==> config.mk <==
export PLATFORM = sky130hd
export DESIGN_NAME = steer_en_flat
export DESIGN_NICKNAME = d
export VERILOG_FILES = /design/src/rtl/segway_pkg.sv /design/src/rtl/steer_en_if.sv /design/src/rtl/steer_en_sm.sv /design/src/rtl/steer_en.sv /design/src/flat_wrapper.sv
export SDC_FILE = /design/constraint.sdc
export NUM_CORES = 1
export LEC_CHECK = 0
export CAP_MARGIN = 20
export CORE_ASPECT_RATIO = 1.4
export CORE_MARGIN = 1.5
export CORE_UTILIZATION = 40
export DETAILED_ROUTE_END_ITERATION = 10
export PLACE_DENSITY = 0.63
export SETUP_SLACK_MARGIN = 0.1
export SKIP_LAST_GASP = 1
export SYNTH_ARGS = -nofsm -noshare
export SYNTH_HDL_FRONTEND = slang
export SYNTH_SLANG_ARGS = --single-unit
==> constraint.sdc <==
create_clock -name clk -period 14.95 [get_ports clk]
set_input_delay 4.485 -clock clk [delete_from_list [all_inputs] [get_ports clk]]
set_output_delay 4.485 -clock clk [all_outputs]
set_load 0.02 [all_outputs]
==> src/rtl/segway_pkg.sv <==
// segway_pkg: shared state type, rider-weight defaults and timer widths for steer_en
package segway_pkg;
    typedef enum logic [1:0] {IDLE = 2'd0, WAIT = 2'd1, STEER_EN = 2'd2} steer_state_t;
    localparam logic [11:0] DFLT_MIN_RIDER_WT = 12'h200;
    localparam logic [11:0] DFLT_WT_HYST = 12'h040;
    localparam int TMR_W_FULL = 26;
    localparam int TMR_W_FAST = 15;
endpackage

==> src/rtl/steer_en_if.sv <==
// steer_en_if: load-cell input strobe/data and rider/steering status outputs
interface steer_en_if;
    logic vld;
    logic [11:0] lft_ld;
    logic [11:0] rght_ld;
    logic en_steer;
    logic rider_off;
    modport master (output vld, lft_ld, rght_ld, input en_steer, rider_off);
    modport slave (input vld, lft_ld, rght_ld, output en_steer, rider_off);
endinterface

==> src/rtl/steer_en_sm.sv <==
// steer_en_sm: rider/steering Moore FSM with saturating balance timer
module steer_en_sm
    import segway_pkg::*;
#(
    parameter int W = TMR_W_FULL
) (
    input  logic clk,
    input  logic rst_n,
    input  logic i_on_ok,
    input  logic i_off_det,
    input  logic i_diff_gt_1_4,
    input  logic i_diff_gt_15_16,
    output logic o_en_steer,
    output logic o_rider_off
);
    steer_state_t r_state, w_nxt;
    logic [W-1:0] r_tmr;
    logic w_clr, w_inc, w_full;

    assign w_full = &r_tmr;

    // off_det is tested first in every rider-present state so it beats imbalance
    always_comb begin
        w_nxt = IDLE;
        w_clr = 1'b0;
        w_inc = 1'b0;
        case (r_state)
            IDLE: begin
                w_nxt = i_on_ok ? WAIT : IDLE;
                w_clr = i_on_ok;
            end
            WAIT: begin
                w_nxt = i_off_det ? IDLE : (!i_diff_gt_1_4 && w_full) ? STEER_EN : WAIT;
                w_clr = !i_off_det && i_diff_gt_1_4;
                w_inc = !i_off_det && !i_diff_gt_1_4 && !w_full;
            end
            STEER_EN: begin
                w_nxt = i_off_det ? IDLE : i_diff_gt_15_16 ? WAIT : STEER_EN;
                w_clr = !i_off_det && i_diff_gt_15_16;
            end
            default: w_nxt = IDLE;
        endcase
    end

    always_ff @(posedge clk or negedge rst_n) begin
        if (!rst_n) begin
            r_state <= IDLE;
            r_tmr <= '0;
        end else begin
            r_state <= w_nxt;
            r_tmr <= w_clr ? '0 : w_inc ? r_tmr + W'(1) : r_tmr;
        end
    end

    assign o_en_steer = r_state == STEER_EN;
    assign o_rider_off = r_state == IDLE;
endmodule

==> src/rtl/steer_en.sv <==
// steer_en: latches load-cell readings and qualifies rider presence and steering enable
module steer_en
    import segway_pkg::*;
#(
    parameter logic [11:0] MIN_RIDER_WT = DFLT_MIN_RIDER_WT,
    parameter logic [11:0] WT_HYST = DFLT_WT_HYST,
    parameter bit FAST_SIM = 1'b0
) (
    input logic clk,
    input logic rst_n,
    steer_en_if.slave bus
);
    localparam int W = FAST_SIM ? TMR_W_FAST : TMR_W_FULL;
    localparam logic [12:0] ON_TH = {1'b0, MIN_RIDER_WT} + {1'b0, WT_HYST};
    localparam logic [12:0] OFF_TH = {1'b0, MIN_RIDER_WT} - {1'b0, WT_HYST};

    logic [11:0] r_lft_q, r_rght_q;
    logic [12:0] w_sum, w_diff;
    logic w_on_ok, w_off_det, w_diff_gt_1_4, w_diff_gt_15_16;

    always_ff @(posedge clk or negedge rst_n) begin
        if (!rst_n) begin
            r_lft_q <= '0;
            r_rght_q <= '0;
        end else if (bus.vld) begin
            r_lft_q <= bus.lft_ld;
            r_rght_q <= bus.rght_ld;
        end
    end

    // 13-bit sum of two 12-bit loads cannot overflow; diff never exceeds sum
    assign w_sum = {1'b0, r_lft_q} + {1'b0, r_rght_q};
    assign w_diff = (r_lft_q >= r_rght_q) ? {1'b0, r_lft_q - r_rght_q} : {1'b0, r_rght_q - r_lft_q};
    assign w_on_ok = w_sum >= ON_TH;
    assign w_off_det = w_sum < OFF_TH;
    assign w_diff_gt_1_4 = w_diff > (w_sum >> 2);
    assign w_diff_gt_15_16 = w_diff > (w_sum - (w_sum >> 4));

    steer_en_sm #(.W(W)) u_sm (
        .clk(clk),
        .rst_n(rst_n),
        .i_on_ok(w_on_ok),
        .i_off_det(w_off_det),
        .i_diff_gt_1_4(w_diff_gt_1_4),
        .i_diff_gt_15_16(w_diff_gt_15_16),
        .o_en_steer(bus.en_steer),
        .o_rider_off(bus.rider_off)
    );
endmodule

==> src/flat_wrapper.sv <==
// flat-port wrapper written by rule: the top's interface ports become plain ports
module steer_en_flat import segway_pkg::*;
#(
    parameter logic [11:0] MIN_RIDER_WT = DFLT_MIN_RIDER_WT,
    parameter logic [11:0] WT_HYST = DFLT_WT_HYST,
    parameter bit FAST_SIM = 1'b0
)
  (clk, rst_n, bus_vld, bus_lft_ld, bus_rght_ld, bus_en_steer, bus_rider_off);
  steer_en_if bus_i ();
  input logic clk;
  input logic rst_n;
  input wire logic [$bits(bus_i.vld)-1:0] bus_vld;
  input wire logic [$bits(bus_i.lft_ld)-1:0] bus_lft_ld;
  input wire logic [$bits(bus_i.rght_ld)-1:0] bus_rght_ld;
  output wire logic [$bits(bus_i.en_steer)-1:0] bus_en_steer;
  output wire logic [$bits(bus_i.rider_off)-1:0] bus_rider_off;
  assign bus_i.vld = bus_vld;
  assign bus_i.lft_ld = bus_lft_ld;
  assign bus_i.rght_ld = bus_rght_ld;
  assign bus_en_steer = bus_i.en_steer;
  assign bus_rider_off = bus_i.rider_off;
  steer_en #(.MIN_RIDER_WT(MIN_RIDER_WT), .WT_HYST(WT_HYST), .FAST_SIM(FAST_SIM)) u_core (.clk(clk), .rst_n(rst_n), .bus(bus_i));
endmodule
==> results.py, run 1 <==
metrics = {
    "timing": {
        "max_freq_ghz": 0.1490,
        "finalSetupViolCount": 0,
        "tightest_slew_ns": 1.024,
        "final.period_utilization_pct": 44.90,
        "slew_headroom_pct": 31.26,
        "rsz0062_at_grt": "false",
        "fin_tns_setup_ns": 0,
        "hold_viol_final": 0,
        "finalCriticalPeriod_ns": 6.712,
        "fin_worst_skew_ns": 0.01479,
        "layout_setup_ws_ns": 8.238,
        "whs_ns": 0.5367,
        "drv_slew": 0,
    },
    "route": {
        "remaining_drc_errors": 0,
        "via_per_inst": 5.520,
        "drt_iter0_drc": 174,
        "via_count": 4598,
        "drt-pass1-iter-count": 4,
        "wl_mm": 13.33,
        "routedWlPerCell_microns": 16.00,
        "ant_nets": 0,
    },
    "floorplanning": {
        "fp.dieW_microns": 100.9,
        "die_area_sq_um": 14120,
        "io_pins": 29,
        "fp.dieH_microns": 140.0,
        "rows": 49,
        "initial_utilization_pct": 41.27,
        "coreArea_sq_um": 13000,
    },
    "clock_network": {
        "clock-sinks": 52,
        "post_cts_buffers": 0,
        "htree_num_levels": 2,
        "cts_root_buf": "clkbuf_16",
        "worstSkewPairLatency_ns": 0.30,
        "cts_hold_buf": 0,
        "cts-resized-gates": 0,
        "cts_tree": "built",
        "clk_pin_slew_ns": 0.07,
        "numCtsBuffers": 5,
        "clk_path_buf_depth": 2,
    },
    "setup_path": {
        "crit_path_start_kind": "flop",
        "critical_path_class": "reg -> reg",
        "cp.required_ns": 15.12,
        "critPathCaptureType": "flop",
        "cp.arrival_ns": 6.88,
        "crit_path_max_fanout": 26,
    },
    "synth": {
        "synth_largest_area_cell": "dfrtp_1",
        "yosysWarnings": 0,
        "synth_top_cell_area_share_pct": 24.26,
        "synth.distinct_cells": 69,
        "synth_enable_flop_cells": 0,
        "synth.area.top_cells": "dfrtp_1, ha_1, xor2_1",
        "syn_inst": 638,
        "synth_seq_cells": 52,
        "synth_area_sq_um": 5364,
        "synth.avg_cell_area_sq_um": 8.407,
        "async_reset_ff_share_pct": 100.0,
        "synth_ff_type": "dfrtp_1",
        "syn_nets": 739,
        "ys_seq_area_share_pct": 24.26,
    },
    "place": {
        "dp_cells": 825,
        "dpl-instance-area_sq_um": 5777,
        "port_buffers": 28,
        "dp_slack_ns": 8.267,
        "routabilityCongestion": 0.8947,
        "post-dp-hpwl_mm": 10.66,
    },
    "finish": {
        "drive_above_1_share_pct": 8.550,
        "most-common-layout-cells": "ha_1, inv_1, dfrtp_1",
        "synthToLayoutAreaGrowth_pct": 10.52,
        "layout.nets": 755,
        "utilization_pct": 45.61,
        "fill_cells": 1358,
        "design_area_sq_um": 5928,
        "layoutNonFillerInstCount": 833,
        "layout_commonest_cell": "ha_1",
        "diodes": 0,
    },
    "global_route": {
        "grt_use_total_pct": 19.54,
        "grt_max_degree": 53,
        "antenna_found_initial": 0,
        "grt_pass1_vias": 4775,
        "grt_first_pass_wirelength_mm": 22.10,
        "grt_remaining_overflow": 0,
    },
    "power_and_ir_drop": {
        "power_mw": 0.8884,
        "ir_drop_v": 0.00007360,
        "powerDensity_nw_per_um2": 149.9,
        "p_leak_nw": 2.672,
    },
    "run_status": {
        "status": "completed",
    },
    "run": {
        "cap_violations": 0,
    },
    "worst_hold_path": {
        "hold_class": "reg -> reg",
    },
}
[state kept, by name, indices dropped and copies added (netlist names)]
| register | flops |
|---|---|
| u_core.u_sm.r_tmr | 26 |
| u_core.r_rght_q | 12 |
| u_core.u_sm.r_state | 2 |
| u_core.r_lft_q | 12 |
[worst max-delay path, cell delays in order (launching register included)]
cell and delay [ns]:
dfrtp_1 0.43, inv_1 0.15, fa_1 0.48, nor3_1 0.27, nor3_1 0.12, o31ai_1 0.28
xor2_1 0.66, ha_1 0.32, or4b_4 0.48, a311oi_2 0.35, nor2_1 0.13, nor3_1 0.21
nor2_1 0.08, xor2_1 0.15, ha_1 0.30, nand4_1 0.13, nor2_1 0.28, o21ai_0 0.24
a31oi_1 0.29, o31a_1 0.20, and4_4 0.24, nor3b_2 0.06, o31ai_4 0.23, buf_4 0.38
nor2_1 0.09
[cells in the mapped netlist, drive strengths merged, types with 15 or more instances]
cell,number
nor2b,15
xor2,33
o21ai,47
inv,58
nand2,48
a21oi,25
ha,70
nor2,61
xnor2,22
dfrtp,52
nand3,25
nand4,16
and3,18
[report_power, final]
group	internal [mW]	switching [mW]	leakage [nW]	total [mW]
Sequential	0.149	0.00736	0.678	0.156
Combinational	0.236	0.375	1.93	0.611
Clock	0.0633	0.0573	0.0680	0.121
Total	0.449	0.440	2.67	0.888
[path summary, 6_finish.rpt]
path / cells after the start / slack, ns / endpoint / startpoint
worst min-delay path: 2 / 0.54 / u_core.u_sm.r_tmr[10] / u_core.u_sm.r_tmr[10]
worst max-delay path: 24 / 8.24 / u_core.u_sm.r_tmr[20] / u_core.r_rght_q[1]
max in group asynchronous: 2 / 10.17 / u_core.r_lft_q[2] / rst_n
worst min register to register: 2 / 0.54 / u_core.u_sm.r_tmr[10] / u_core.u_sm.r_tmr[10]
worst max register to register: 24 / 8.24 / u_core.u_sm.r_tmr[20] / u_core.r_rght_q[1]
min in group asynchronous: 2 / 4.27 / u_core.r_rght_q[2] / rst_n
[cells by family (layout without fill, tap and decap cells)]
kind of cell	Yosys count	in the layout	share of synthesized area [%]
flip-flops	52	52	24.26
adder cells (fa/ha/maj)	74	74	17.82
XOR/XNOR	56	56	9.400
buffers and inverters	81	98	6.205
AND/OR/NAND/NOR	228	228	22.67
AO/OA/AOI/OAI	132	132	16.68
multiplexers	15	15	2.963
[layer usage]
metal  vias up  global-route usage (%)  share of wire [%]
li1       2258                       -                  -
met3        34                   2.595                2.8
met2        96                   37.62                 55
met4         0                   8.525                3.6
met1      2210                   20.55                 39
met5         -                       0                  0
[area by class of cell]
type | count | area [sq um] | area share (%)
clock inverter | 3 | 26.28 | 0.4432
timing repair buffer | 32 | 305.3 | 5.150
clock buffer | 5 | 125.1 | 2.111
inverter | 58 | 217.7 | 3.672
multi-input combinational | 505 | 3730 | 62.92
sequential | 52 | 1301 | 21.95
tap | 178 | 222.7 | 3.757
(Power assumes the default switching activity.)
==> run 2, diff against run 1 <==
==> constraint.sdc (replaced) <==
create_clock -name clk -period 6.9 [get_ports clk]
set_input_delay 2.07 -clock clk [delete_from_list [all_inputs] [get_ports clk]]
set_output_delay 2.07 -clock clk [all_outputs]
set_load 0.02 [all_outputs]
==> run 2 against run 1 <==
Against the previous run: cell area up 0.25%; critical path type unchanged; largest cell class unchanged; combinational power up 120%; non-clock buffer count up 2; first-iteration DRC count up 29%; highest routed layer unchanged.
==> results.py, run 2 (same netlist as run 1, synthesis figures left out) <==
metrics = {
    "power_and_ir_drop": {
        "p_leak_nw": 2.688,
        "p_int_mw": 0.9844,
        "swShare_pct": 48.92,
        "p_sw_mw": 0.9428,
        "power_frac_comb_pct": 68.9,
        "clkPwrFrac_pct": 13.5,
        "power_frac_seq_pct": 17.6,
        "ir_drop_v": 0.0001893,
        "powerDensity_nw_per_um2": 324.3,
    },
    "place": {
        "port_buffers": 28,
        "dp_slack_ns": 0.7595,
        "post-dp-hpwl_mm": 10.19,
        "routabilityCongestion": 0.9445,
    },
    "clock_network": {
        "post_cts_buffers": 0,
        "clock-sinks": 52,
        "cts-resized-gates": 0,
        "clk_pin_slew_ns": 0.07,
        "cts_tree": "built",
        "clk_path_buf_depth": 2,
        "htree_num_levels": 2,
        "cts_hold_buf": 0,
        "worstSkewPairLatency_ns": 0.30,
        "numCtsBuffers": 5,
        "cts_root_buf": "clkbuf_16",
    },
    "setup_path": {
        "critical_path_class": "reg -> reg",
        "max_stage_delay_ns": 0.56,
        "crit_path_max_fanout": 26,
        "cp.required_ns": 7.07,
        "crit_path_start_kind": "flop",
        "critPathCaptureType": "flop",
        "crit_slowest_cell": "or4b_4",
        "reg2regPathDepth": 26,
        "cp.arrival_ns": 6.33,
        "cp_common_cell": "nor2_1",
    },
    "route": {
        "via_per_inst": 5.441,
        "wl_mm": 12.72,
        "via_count": 4543,
        "routedWlPerCell_microns": 15.24,
        "drt_iter0_drc": 224,
        "remaining_drc_errors": 0,
        "ant_nets": 0,
        "drt-pass1-iter-count": 4,
    },
    "global_route": {
        "grt_first_pass_wirelength_mm": 21.52,
        "grt_remaining_overflow": 0,
        "grt_pass1_vias": 4668,
        "antenna_found_initial": 0,
        "grt_max_degree": 53,
        "grt_use_total_pct": 18.81,
    },
    "finish": {
        "synthToLayoutAreaGrowth_pct": 10.80,
        "drive_above_1_share_pct": 8.828,
        "largest_reg_flops": 26,
        "regMostFlops": "u_core.u_sm.r_tmr",
        "fill_cells": 1324,
        "diodes": 0,
        "most-common-layout-cells": "ha_1, inv_1, dfrtp_1",
        "layout.area.seq_sq_um": 1301,
        "multi_input_area_sq_um": 3730,
        "largestRegisters": "u_core.u_sm.r_tmr: 26 flops, u_core.r_lft_q: 12 flops, u_core.r_rght_q: 12 flops",
        "layout_commonest_cell": "ha_1",
        "layout.nets": 757,
    },
    "timing": {
        "fin_worst_skew_ns": 0.008194,
        "tightest_slew_ns": 0.8290,
        "hold_viol_final": 0,
        "fin_tns_setup_ns": 0,
        "max_freq_ghz": 0.1624,
        "drv_slew": 0,
        "final.period_utilization_pct": 89.23,
        "slew_headroom_pct": 44.63,
        "finalCriticalPeriod_ns": 6.157,
        "finalSetupViolCount": 0,
        "rsz0062_at_grt": "false",
        "layout_setup_ws_ns": 0.7433,
    },
    "worst_hold_path": {
        "hold_class": "reg -> reg",
        "hold_depth": 2,
    },
    "floorplanning": {
        "fp.dieW_microns": 100.9,
        "fp.dieH_microns": 140.0,
        "die_area_sq_um": 14120,
        "coreArea_sq_um": 13000,
        "io_pins": 29,
        "rows": 49,
        "initial_utilization_pct": 41.27,
    },
    "run": {
        "cap_violations": 0,
    },
    "run_status": {
        "status": "completed",
    },
}
run 2: changes by cell type in the layout (fill, tap and decap cells not counted), sizes merged:
cell	before	now
buf	5	7
clkinv	0	2
clkinvlp	2	0
run 2: worst max-delay path, delay by kind of cell (launching register included):
kind                       cells  cell delay, ns
adders and majority gates      4            1.47
and+or+nand+nor               11            1.80
xor gates and xnor gates       2            0.51
buffers and inverters          3            0.68
DFF                            1            0.43
AOI/OAI and AO/OA              6            1.12
run 2: area by class of cell:
| class | instances | area share [%] |
|---|---|---|
| clock inverters | 3 | 0.4421 |
| multi-input cells | 505 | 62.76 |
| flip-flops and latches | 52 | 21.89 |
| inverters | 58 | 3.663 |
| well taps | 178 | 3.747 |
| clock buffers | 5 | 2.105 |
| repair buffers | 34 | 5.389 |
run 2: metrics by stage:
step	hold slack (ns)	cell area, sq um	total power, mW	util (%)	instances
global placement	0.5129	5792	1.637	44.56	827
detailed placement	0.5190	5792	1.661	44.56	827
finish	0.5392	5943	1.927	45.73	835
floorplan	0.4966	5364	1.364	-	638
global route	0.5568	5943	2.097	45.73	835
CTS	0.5410	5943	1.933	45.73	835
run 2: path summary, 6_finish.rpt:
kind                                 startpoint  slack [ns]                    end
max                          u_core.r_rght_q[1]        0.74  u_core.u_sm.r_tmr[21]
min                        u_core.u_sm.r_tmr[8]        0.54   u_core.u_sm.r_tmr[8]
max reg2reg                  u_core.r_rght_q[1]        0.74  u_core.u_sm.r_tmr[21]
min reg2reg                u_core.u_sm.r_tmr[8]        0.54   u_core.u_sm.r_tmr[8]
max in group asynchronous                 rst_n        4.55  u_core.u_sm.r_tmr[13]
min in group asynchronous                 rst_n        1.89      u_core.r_lft_q[3]
run 2: per-layer routing:
| metal | vias to the layer above | track usage [%] | part of all wire, % |
|---|---|---|---|
| met3 | 37 | 2.146 | 2.3 |
| met1 | 2137 | 20.31 | 40 |
| met4 | 0 | 9.785 | 4.4 |
| li1 | 2273 | - | - |
| met5 | - | 0 | 0 |
| met2 | 96 | 35.14 | 54 |
run 2: power by group through the flow:
stage	clock (mW)	combinational, mW	sequential [mW]
3_5_place_dp	0	1.32	0.345
3_3_place_gp	0	1.29	0.344
5_1_grt	0.282	1.47	0.342
6_report	0.260	1.33	0.339
2_1_floorplan	0	1.02	0.341
4_1_cts	0.270	1.32	0.339
